## config.mk

```make
export PLATFORM = sky130hd
export DESIGN_NAME = display_share_arbiter
export DESIGN_NICKNAME = d
export VERILOG_FILES = /design/src/rtl/display_share_arbiter.sv
export SDC_FILE = /design/constraint.sdc
export NUM_CORES = 1
export LEC_CHECK = 0
export ABC_AREA = 1
export CAP_MARGIN = 5
export CORE_MARGIN = 1
export CORE_UTILIZATION = 28
export CTS_BUF_LIST = sky130_fd_sc_hd__clkbuf_2
export DETAILED_ROUTE_END_ITERATION = 7
export PLACE_DENSITY_LB_ADDON = 0.3
export SYNTH_ARGS = -nofsm -noshare
export SYNTH_HDL_FRONTEND = slang
export SYNTH_SLANG_ARGS = --single-unit
export TNS_END_PERCENT = 20
```

## constraint.sdc

```tcl
create_clock -name clk -period 3.5 [get_ports clk]
set_clock_uncertainty 0.05 [all_clocks]
set_input_delay 0.35 -clock clk [delete_from_list [all_inputs] [get_ports clk]]
set_output_delay 0.35 -clock clk [all_outputs]
set_load 0.01 [all_outputs]
```

## src/rtl/display_share_arbiter.sv

```systemverilog
// rtl/display_share_arbiter.sv - round-robin display owner arbiter with minimum dwell
// Optional: DISP_ARB_PRIORITY_EN makes requester 0 urgent (preempts, never dwell-displaced).
module display_share_arbiter #(
    parameter int NREQ        = 4,
    parameter int DIGITS      = 4,
    parameter int HOLD_CYCLES = 50000000
) (
    input  logic                              clk,
    input  logic                              rst,
    input  logic [NREQ-1:0]                   req,
    input  logic [NREQ*DIGITS*4-1:0]          req_val,
    output logic [NREQ-1:0]                   gnt,
    output logic [DIGITS*4-1:0]               disp_val,
    output logic                              disp_valid,
    output logic [((NREQ>1)?$clog2(NREQ):1)-1:0] disp_owner
);
    localparam int W  = DIGITS * 4;
    localparam int OW = (NREQ > 1) ? $clog2(NREQ) : 1;
    localparam int CW = (HOLD_CYCLES > 1) ? $clog2(HOLD_CYCLES + 1) : 1;
    localparam logic [CW-1:0] CNT_MAX = CW'(HOLD_CYCLES - 1);
`ifdef DISP_ARB_PRIORITY_EN
    localparam bit PRIO = 1'b1;
`else
    localparam bit PRIO = 1'b0;
`endif

    typedef enum logic {IDLE, OWN} state_t;

    state_t          state, state_nxt;
    logic [CW-1:0]   cnt, cnt_nxt;
    logic [OW-1:0]   rr_ptr, rr_nxt, owner_inc, owner_nxt, win_idx;
    logic [NREQ-1:0] gnt_nxt, others;
    logic [W-1:0]    val_nxt;
    logic            valid_nxt, do_grant;
    logic [OW:0]     pick_idle, pick_next;
    logic [W-1:0]    vals [NREQ];

    for (genvar k = 0; k < NREQ; k++) begin : g_slice
        assign vals[k] = req_val[k*W +: W];
    end

    // Returns {found, index} of the first set bit at or after start, wrapping.
    function automatic logic [OW:0] rr_pick(input logic [NREQ-1:0] r, input logic [OW-1:0] start);
        logic [OW:0]   res;
        logic [OW-1:0] k;
        res = '0;
        for (int i = NREQ - 1; i >= 0; i--) begin
            k = OW'((int'(start) + i) % NREQ);
            if (r[k]) res = {1'b1, k};
        end
        return res;
    endfunction

    assign owner_inc = (disp_owner == OW'(NREQ - 1)) ? '0 : disp_owner + 1'b1;
    assign others    = req & ~gnt;
    assign pick_idle = rr_pick(req, rr_ptr);
    assign pick_next = rr_pick(others, owner_inc);

    always_comb begin
        state_nxt = state;
        cnt_nxt   = cnt;
        rr_nxt    = rr_ptr;
        gnt_nxt   = gnt;
        owner_nxt = disp_owner;
        valid_nxt = disp_valid;
        val_nxt   = disp_val;
        do_grant  = 1'b0;
        win_idx   = '0;
        case (state)
            IDLE: begin
                if (PRIO && req[0]) begin
                    do_grant = 1'b1;
                end else if (|req) begin
                    do_grant = 1'b1;
                    win_idx  = pick_idle[OW-1:0];
                end
            end
            OWN: begin
                if (PRIO && req[0] && disp_owner != '0) begin
                    // Preemption leaves the pointer alone unless the owner also left.
                    do_grant = 1'b1;
                    if (!req[disp_owner]) rr_nxt = owner_inc;
                end else if (!req[disp_owner]) begin
                    rr_nxt = owner_inc;
                    if (pick_next[OW]) begin
                        do_grant = 1'b1;
                        win_idx  = pick_next[OW-1:0];
                    end else begin
                        state_nxt = IDLE;
                        gnt_nxt   = '0;
                        valid_nxt = 1'b0;
                    end
                end else if (cnt == CNT_MAX && |others && !(PRIO && disp_owner == '0)) begin
                    do_grant = 1'b1;
                    win_idx  = pick_next[OW-1:0];
                    rr_nxt   = owner_inc;
                end else begin
                    val_nxt = vals[disp_owner];
                    if (cnt != CNT_MAX) cnt_nxt = cnt + 1'b1;
                end
            end
            default: state_nxt = IDLE;
        endcase
        if (do_grant) begin
            state_nxt = OWN;
            gnt_nxt   = NREQ'(1) << win_idx;
            owner_nxt = win_idx;
            valid_nxt = 1'b1;
            val_nxt   = vals[win_idx];
            cnt_nxt   = '0;
        end
    end

    always_ff @(posedge clk) begin
        if (rst) begin
            state      <= IDLE;
            cnt        <= '0;
            rr_ptr     <= '0;
            gnt        <= '0;
            disp_owner <= '0;
            disp_valid <= 1'b0;
            disp_val   <= '0;
        end else begin
            state      <= state_nxt;
            cnt        <= cnt_nxt;
            rr_ptr     <= rr_nxt;
            gnt        <= gnt_nxt;
            disp_owner <= owner_nxt;
            disp_valid <= valid_nxt;
            disp_val   <= val_nxt;
        end
    end
endmodule

```

==> results_dict.tcl, run 1 <==
set metrics [dict create \
    detail-route-antenna-nets 0 \
    cts_max_level 2 \
    cts-root-buf "clkbuf_2" \
    criticalPathCategory "reg2reg" \
    grt_pass1_wl_um 21700 \
    fin_crit_ps 2870 \
    p_int_mw 1.80 \
    status "completed" \
    numCtsBuffers 5 \
    syn-cell-area_um2 4180 \
    hold_viol_final 0 \
    cp_slowest_cell "nor2_4" \
    setup_viol 0 \
    power_frac_clock_pct 6.3 \
    clkLatencyLatePin_ps 490 \
    slowest_delay_ps 410 \
    dpl_cell_area_um2 5200 \
    io-pin-count 93 \
    gp_congestion 0.829 \
    combinationalPowerShare_pct 72.9 \
    drt-vias-per-instance 5.01 \
    gr-total-overflow 0 \
    seq_area_frac_synth_pct 24.9 \
    synth_flop_cell "dfxtp_1" \
    drv_slew 0 \
    p_leak_nw 2.03 \
    swShare_pct 54.3 \
    clock_path_buffers 2 \
    vias 4700 \
    cap_violations 0 \
    clkSlewWorstSetupHoldPaths_ps 280 \
    rsz0062_at_grt "no" \
    postSynthAreaPerCell_um2 6.15 \
    async_flop_share_pct 0 \
    yosysWarnings 0 \
    place_hpwl_um 9610 \
    antenna_cells 0 \
    tns_ps 0 \
    layout.nets 827 \
    grtUsageTotal_pct 18.1 \
    fmax_mhz 349 \
    synth_nets 752 \
    cpLargestDelayFamily "simple AND/OR/NAND/NOR gates" \
    yosysTopAreaCell "dfxtp_1" \
    cp.arrival_ps 3270 \
    hp-start "disp_val[6]$_SDFFE_PP0P_" \
    mostFrequentLayoutCells "nand2_1, clkdlybuf4s50_1, nand3_1" \
    port_buffers 92 \
    design.core.area_um2 14500 \
    die_h_um 124 \
    dieArea_um2 15400 \
    crit_chain "buf_4 > ha_1 > inv_1 > nand2_1 > nand2_1 > nand2_1 > nand3_1 > o21ai_1 > nand2_1 > nand3_2 > nand2_4 > nor2_4 > nand2_1 > nand2_1 > o21bai_1 > a21oi_1" \
    seq_power_share_pct 20.7 \
    ir_drop_mv 0.385 \
    layout_commonest_cell "nand2_1" \
    stdcell_area_um2 5230 \
    post-route-drc-count 0 \
    synth_cell_type_count 42 \
    cpMostUsedCell "nand2_1" \
    rows 44 \
    dieWidth_um 124 \
    post_cts_buffers 0 \
    drtIter0Drc 382 \
    cts_sinks 52 \
    ys_ff_latch 52 \
    powerDensity_nw_per_um2 754 \
    firstDrtPassIters 5 \
    antenna_found_initial 0 \
    synth_area_leaders "dfxtp_1, nand2_1, nand3_1" \
    cts_resized 0 \
    fin_crit_sh_pct 81.9 \
    required_ps 3900 \
    yosysTopAreaCellShare_pct 24.9 \
    grt_pass1_vias 4469 \
    end_kind "flop" \
    wl_um 13200 \
    min_path_type "reg2reg" \
    routedWlPerCell_um 14.0 \
    cts_tree "done" \
    critPathLaunch "disp_owner[1]$_SDFFE_PP0N_" \
    postCtsHoldBufs 0 \
    drive_above_1_share_pct 7.42 \
    area.growth.synth_to_final_pct 25.1 \
    critPathLaunchType "flop" \
    synth_edf_count 0 \
    synth_cells 680 \
    cp_num_buf_inv 2 \
    switchingPower_mw 2.14 \
    relSlewSlack_pct 55.3 \
    worst_pin_slew_ps 663 \
    r2r_start "disp_owner[1]$_SDFFE_PP0N_" \
    grt_max_degree 38 \
    initial_core_util_pct 28.8 \
    crit_path_max_fanout 37 \
]
synth_stat cells, types with 2 or more instances:
cell type,n
clkbuf_1,12
nand2_4,3
nand3_1,88
nand3_2,3
o21ai_1,2
nor4_1,3
ha_1,2
buf_2,9
nor2_8,2
o21a_1,3
a21oi_1,53
nor3_1,8
dfxtp_1,52
buf_6,6
nand4_1,11
o22ai_1,17
nand2_2,7
nor3b_1,4
xor2_1,6
o21bai_1,17
inv_1,53
nand2_1,154
buf_4,4
o21ai_2,2
or2_2,3
nor2_2,7
xnor2_1,4
nor2_1,82
inv_2,5
nor2_4,6
o21ai_0,41
power by group through the flow:
stage	clock, mW	sequential, mW	combinational, mW
3_3_place_gp	0	0.831	2.85
3_5_place_dp	0	0.830	2.86
5_1_grt	0.279	0.833	3.20
2_1_floorplan	0	0.857	2.12
4_1_cts	0.267	0.819	2.87
6_report	0.250	0.817	2.87
logic make-up (layout without fill, tap and decap cells):
family                     count (synthesis)  count (layout)  share of synthesized area, %
buffers and inverters                     91             166                          9.97
and+or+nand+nor                          387             387                          43.8
DFF                                       52              52                          24.9
AOI/OAI and AO/OA                        138             138                          18.6
adders and majority gates                  2               2                         0.599
xor gates and xnor gates                  10              10                          2.10
sequential cells by signal (all words and copies together) (netlist names):
register    cells
disp_val       16
disp_owner      2
cnt            26
state           1
gnt             4
disp_valid      1
rr_ptr          2
worst reg2reg max path: stages (launching register included):
cell and delay (ps):
dfxtp_1 370, buf_4 170, ha_1 380, inv_1 140, nand2_1 90, nand2_1 70
nand2_1 120, nand3_1 100, o21ai_1 140, nand2_1 90, nand3_2 80, nand2_4 230
nor2_4 420, nand2_1 90, nand2_1 70, o21bai_1 90, a21oi_1 140
per-layer routing:
metal | vias up | share of wire (%) | GRT usage (%)
met3 | 24 | 7.2 | 4.58
met5 | - | 0 | 0
met1 | 2097 | 46 | 22.5
met4 | 0 | 2.2 | 8.04
met2 | 161 | 45 | 29.2
li1 | 2418 | - | -
through the flow:
stage | total power [mW] | util [%] | worst slack, ps | hold slack [ps] | std cells
final | 3.94 | 36.0 | 633 | 436 | 939
after global routing | 4.31 | 36.0 | 329 | 444 | 939
after detailed placement | 3.69 | 35.8 | 563 | 409 | 932
after CTS | 3.95 | 36.0 | 627 | 441 | 939
after floorplan | 2.97 | - | 1210 | 404 | 680
after global placement | 3.68 | 35.8 | 644 | 405 | 932
cell type report:
class / count / area [um2]
Fill cell: 1626 / 9300
Clock buffer: 5 / 25.0
Multi-Input combinational cell: 537 / 2720
Timing Repair Buffer: 100 / 981
Clock inverter: 2 / 7.51
Inverter: 59 / 224
Tap cell: 184 / 230
Sequential cell: 52 / 1040
worst paths after layout:
| kind | slack [ps] | cells after the start | endpoint |
|---|---|---|---|
| worst max-delay path | 630 | 16 | disp_val[9]$_SDFFE_PP0P_ |
| worst min-delay path | 440 | 2 | disp_val[6]$_SDFFE_PP0P_ |
| worst max register to register | 630 | 16 | disp_val[9]$_SDFFE_PP0P_ |
| worst min register to register | 440 | 2 | disp_val[6]$_SDFFE_PP0P_ |
No activity file was read; power rests on OpenSTA's default activity.
==> run 2, diff against run 1 <==
- clock period: 3.5 -> 2.72 ns (I/O delays scaled with it)
==> run 2 against run 1 <==
Against the previous run: clock power increased by 26%; sequential share of layout area decreased by 0.56 points; worst setup slack got worse by 380 ps; power increased by 36%; non-clock buffer count increased by 15; maximum frequency increased by 16%; critical path type unchanged.
==> results_dict.tcl, run 2 (synthesis gave the netlist of run 1 again) <==
set metrics [dict create \
    tns_ps 0 \
    end_kind "flop" \
    dieWidth_um 124 \
    fmax_mhz 405 \
    clkSlewWorstSetupHoldPaths_ps 270 \
    top_regs "cnt x26, disp_val x16, gnt x4" \
    numCtsBuffers 5 \
    drtIter0Drc 287 \
    switchingPower_mw 2.79 \
    min_path_type "reg2reg" \
    nFillCells 1619 \
    port_buffers 92 \
    initial_core_util_pct 28.8 \
    mostFrequentLayoutCells "nand2_1, clkdlybuf4s50_1, nand3_1" \
    detail-route-antenna-nets 0 \
    combinationalPowerShare_pct 74.5 \
    ir_drop_mv 0.609 \
    grt_pass1_vias 4474 \
    place_ws_ps 102 \
    crit_path_max_fanout 16 \
    rsz0062_at_grt "no" \
    criticalPathCategory "reg2reg" \
    power_frac_clock_pct 5.9 \
    cap_violations 0 \
    post-route-drc-count 0 \
    worst_pin_slew_ps 439 \
    hold_viol_final 0 \
    gp_congestion 0.838 \
    vias 4752 \
    fin_ws_ps 249 \
    gr-total-overflow 0 \
    powerDensity_nw_per_um2 994 \
    cts_max_level 2 \
    wl_um 13400 \
    firstDrtPassIters 5 \
    layout.nets 842 \
    largest_reg_flops 26 \
    grtUsageTotal_pct 18.2 \
    grt_pass1_wl_um 21800 \
    postCtsHoldBufs 0 \
    layout_commonest_cell "nand2_1" \
    design.core.area_um2 14500 \
    drive_above_1_share_pct 9.22 \
    final_util_pct 37.0 \
    stdcell_count 954 \
    status "completed" \
    reg2reg_slack_ps 250 \
    relSlewSlack_pct 70.7 \
    placed_cells 947 \
    post_cts_buffers 0 \
    grt_max_degree 34 \
    clock_path_buffers 2 \
    p_int_mw 2.56 \
    seq_power_share_pct 19.7 \
    drv_slew 0 \
    cts_sinks 52 \
    required_ps 3140 \
    antenna_found_initial 0 \
    setup_viol 0 \
    io-pin-count 93 \
    die_h_um 124 \
    cts-root-buf "clkbuf_2" \
    fin_crit_sh_pct 90.9 \
    slowest_delay_ps 380 \
    rows 44 \
    cp_slowest_cell "dfxtp_1" \
    crit_chain "ha_1 > inv_1 > nand2_1 > nand2_1 > nand2_1 > nand3_1 > nor2_1 > nor2_1 > nor2_1 > nor2_1 > nor2_4 > nand3_1 > nand3_1 > o21bai_1 > a21oi_1" \
    cts_resized 0 \
    holdWs_ps 434 \
    critPathLaunchType "flop" \
    top_register "cnt" \
    p_leak_nw 2.12 \
    dieArea_um2 15400 \
    drt-vias-per-instance 4.98 \
    swShare_pct 52.1 \
    area.growth.synth_to_final_pct 28.7 \
    cp.arrival_ps 2890 \
    cpMostUsedCell "nor2_1" \
    cts_tree "done" \
    fin_crit_ps 2470 \
    place_hpwl_um 10100 \
    antenna_cells 0 \
    clkLatencyLatePin_ps 500 \
    routedWlPerCell_um 14.1 \
]
run 2: changes by cell type in the layout (fill, tap and decap cells not counted), sizes merged:
| cell | before | now |
|---|---|---|
| buf | 8 | 23 |
run 2: stage by stage:
step,cell area [um2],power (mW)
global placement,5350,5.04
detailed placement,5350,5.05
CTS,5380,5.39
finish,5380,5.35
global route,5380,5.86
floorplan,4180,3.82
run 2: critical path, delay by kind of cell, from the launching register on:
kind / cells / cell delay [ps]
AO/OA/AOI/OAI: 2 / 200
adder cells (fa/ha/maj): 1 / 360
buffers and inverters: 1 / 140
flip-flops: 1 / 380
AND/OR/NAND/NOR: 11 / 1300
run 2: final timing paths:
check,start,to,depth (start not counted)
max reg2reg,disp_owner[0]$_SDFFE_PP0N_,disp_val[7]$_SDFFE_PP0P_,15
min,disp_val[3]$_SDFFE_PP0P_,disp_val[3]$_SDFFE_PP0P_,2
min reg2reg,disp_val[3]$_SDFFE_PP0P_,disp_val[3]$_SDFFE_PP0P_,2
max,disp_owner[0]$_SDFFE_PP0N_,disp_val[7]$_SDFFE_PP0P_,15
run 2: layer usage:
layer	global-route usage (%)	vias up	wire [um]
li1	-	2446	-
met1	22.6	2114	6070
met2	31.2	165	6220
met3	3.16	27	846
met4	6.99	0	285
met5	0	-	0
run 2: power by group through the flow:
stage / clock, mW / sequential (mW) / combinational (mW)
final: 0.315 / 1.05 / 3.98
after floorplan: 0 / 1.10 / 2.72
after global routing: 0.366 / 1.07 / 4.43
after CTS: 0.335 / 1.05 / 4.01
after detailed placement: 0 / 1.06 / 3.99
after global placement: 0 / 1.07 / 3.97
run 2: cell type report:
| class | count | area [um2] | share of cell area (%) |
|---|---|---|---|
| Multi-Input combinational cell | 537 | 2720 | 50.6 |
| Timing Repair Buffer | 115 | 1130 | 21.0 |
| Sequential cell | 52 | 1040 | 19.3 |
| Tap cell | 184 | 230 | 4.28 |
| Inverter | 59 | 224 | 4.16 |
| Clock buffer | 5 | 25.0 | 0.465 |
| Clock inverter | 2 | 7.51 | 0.140 |
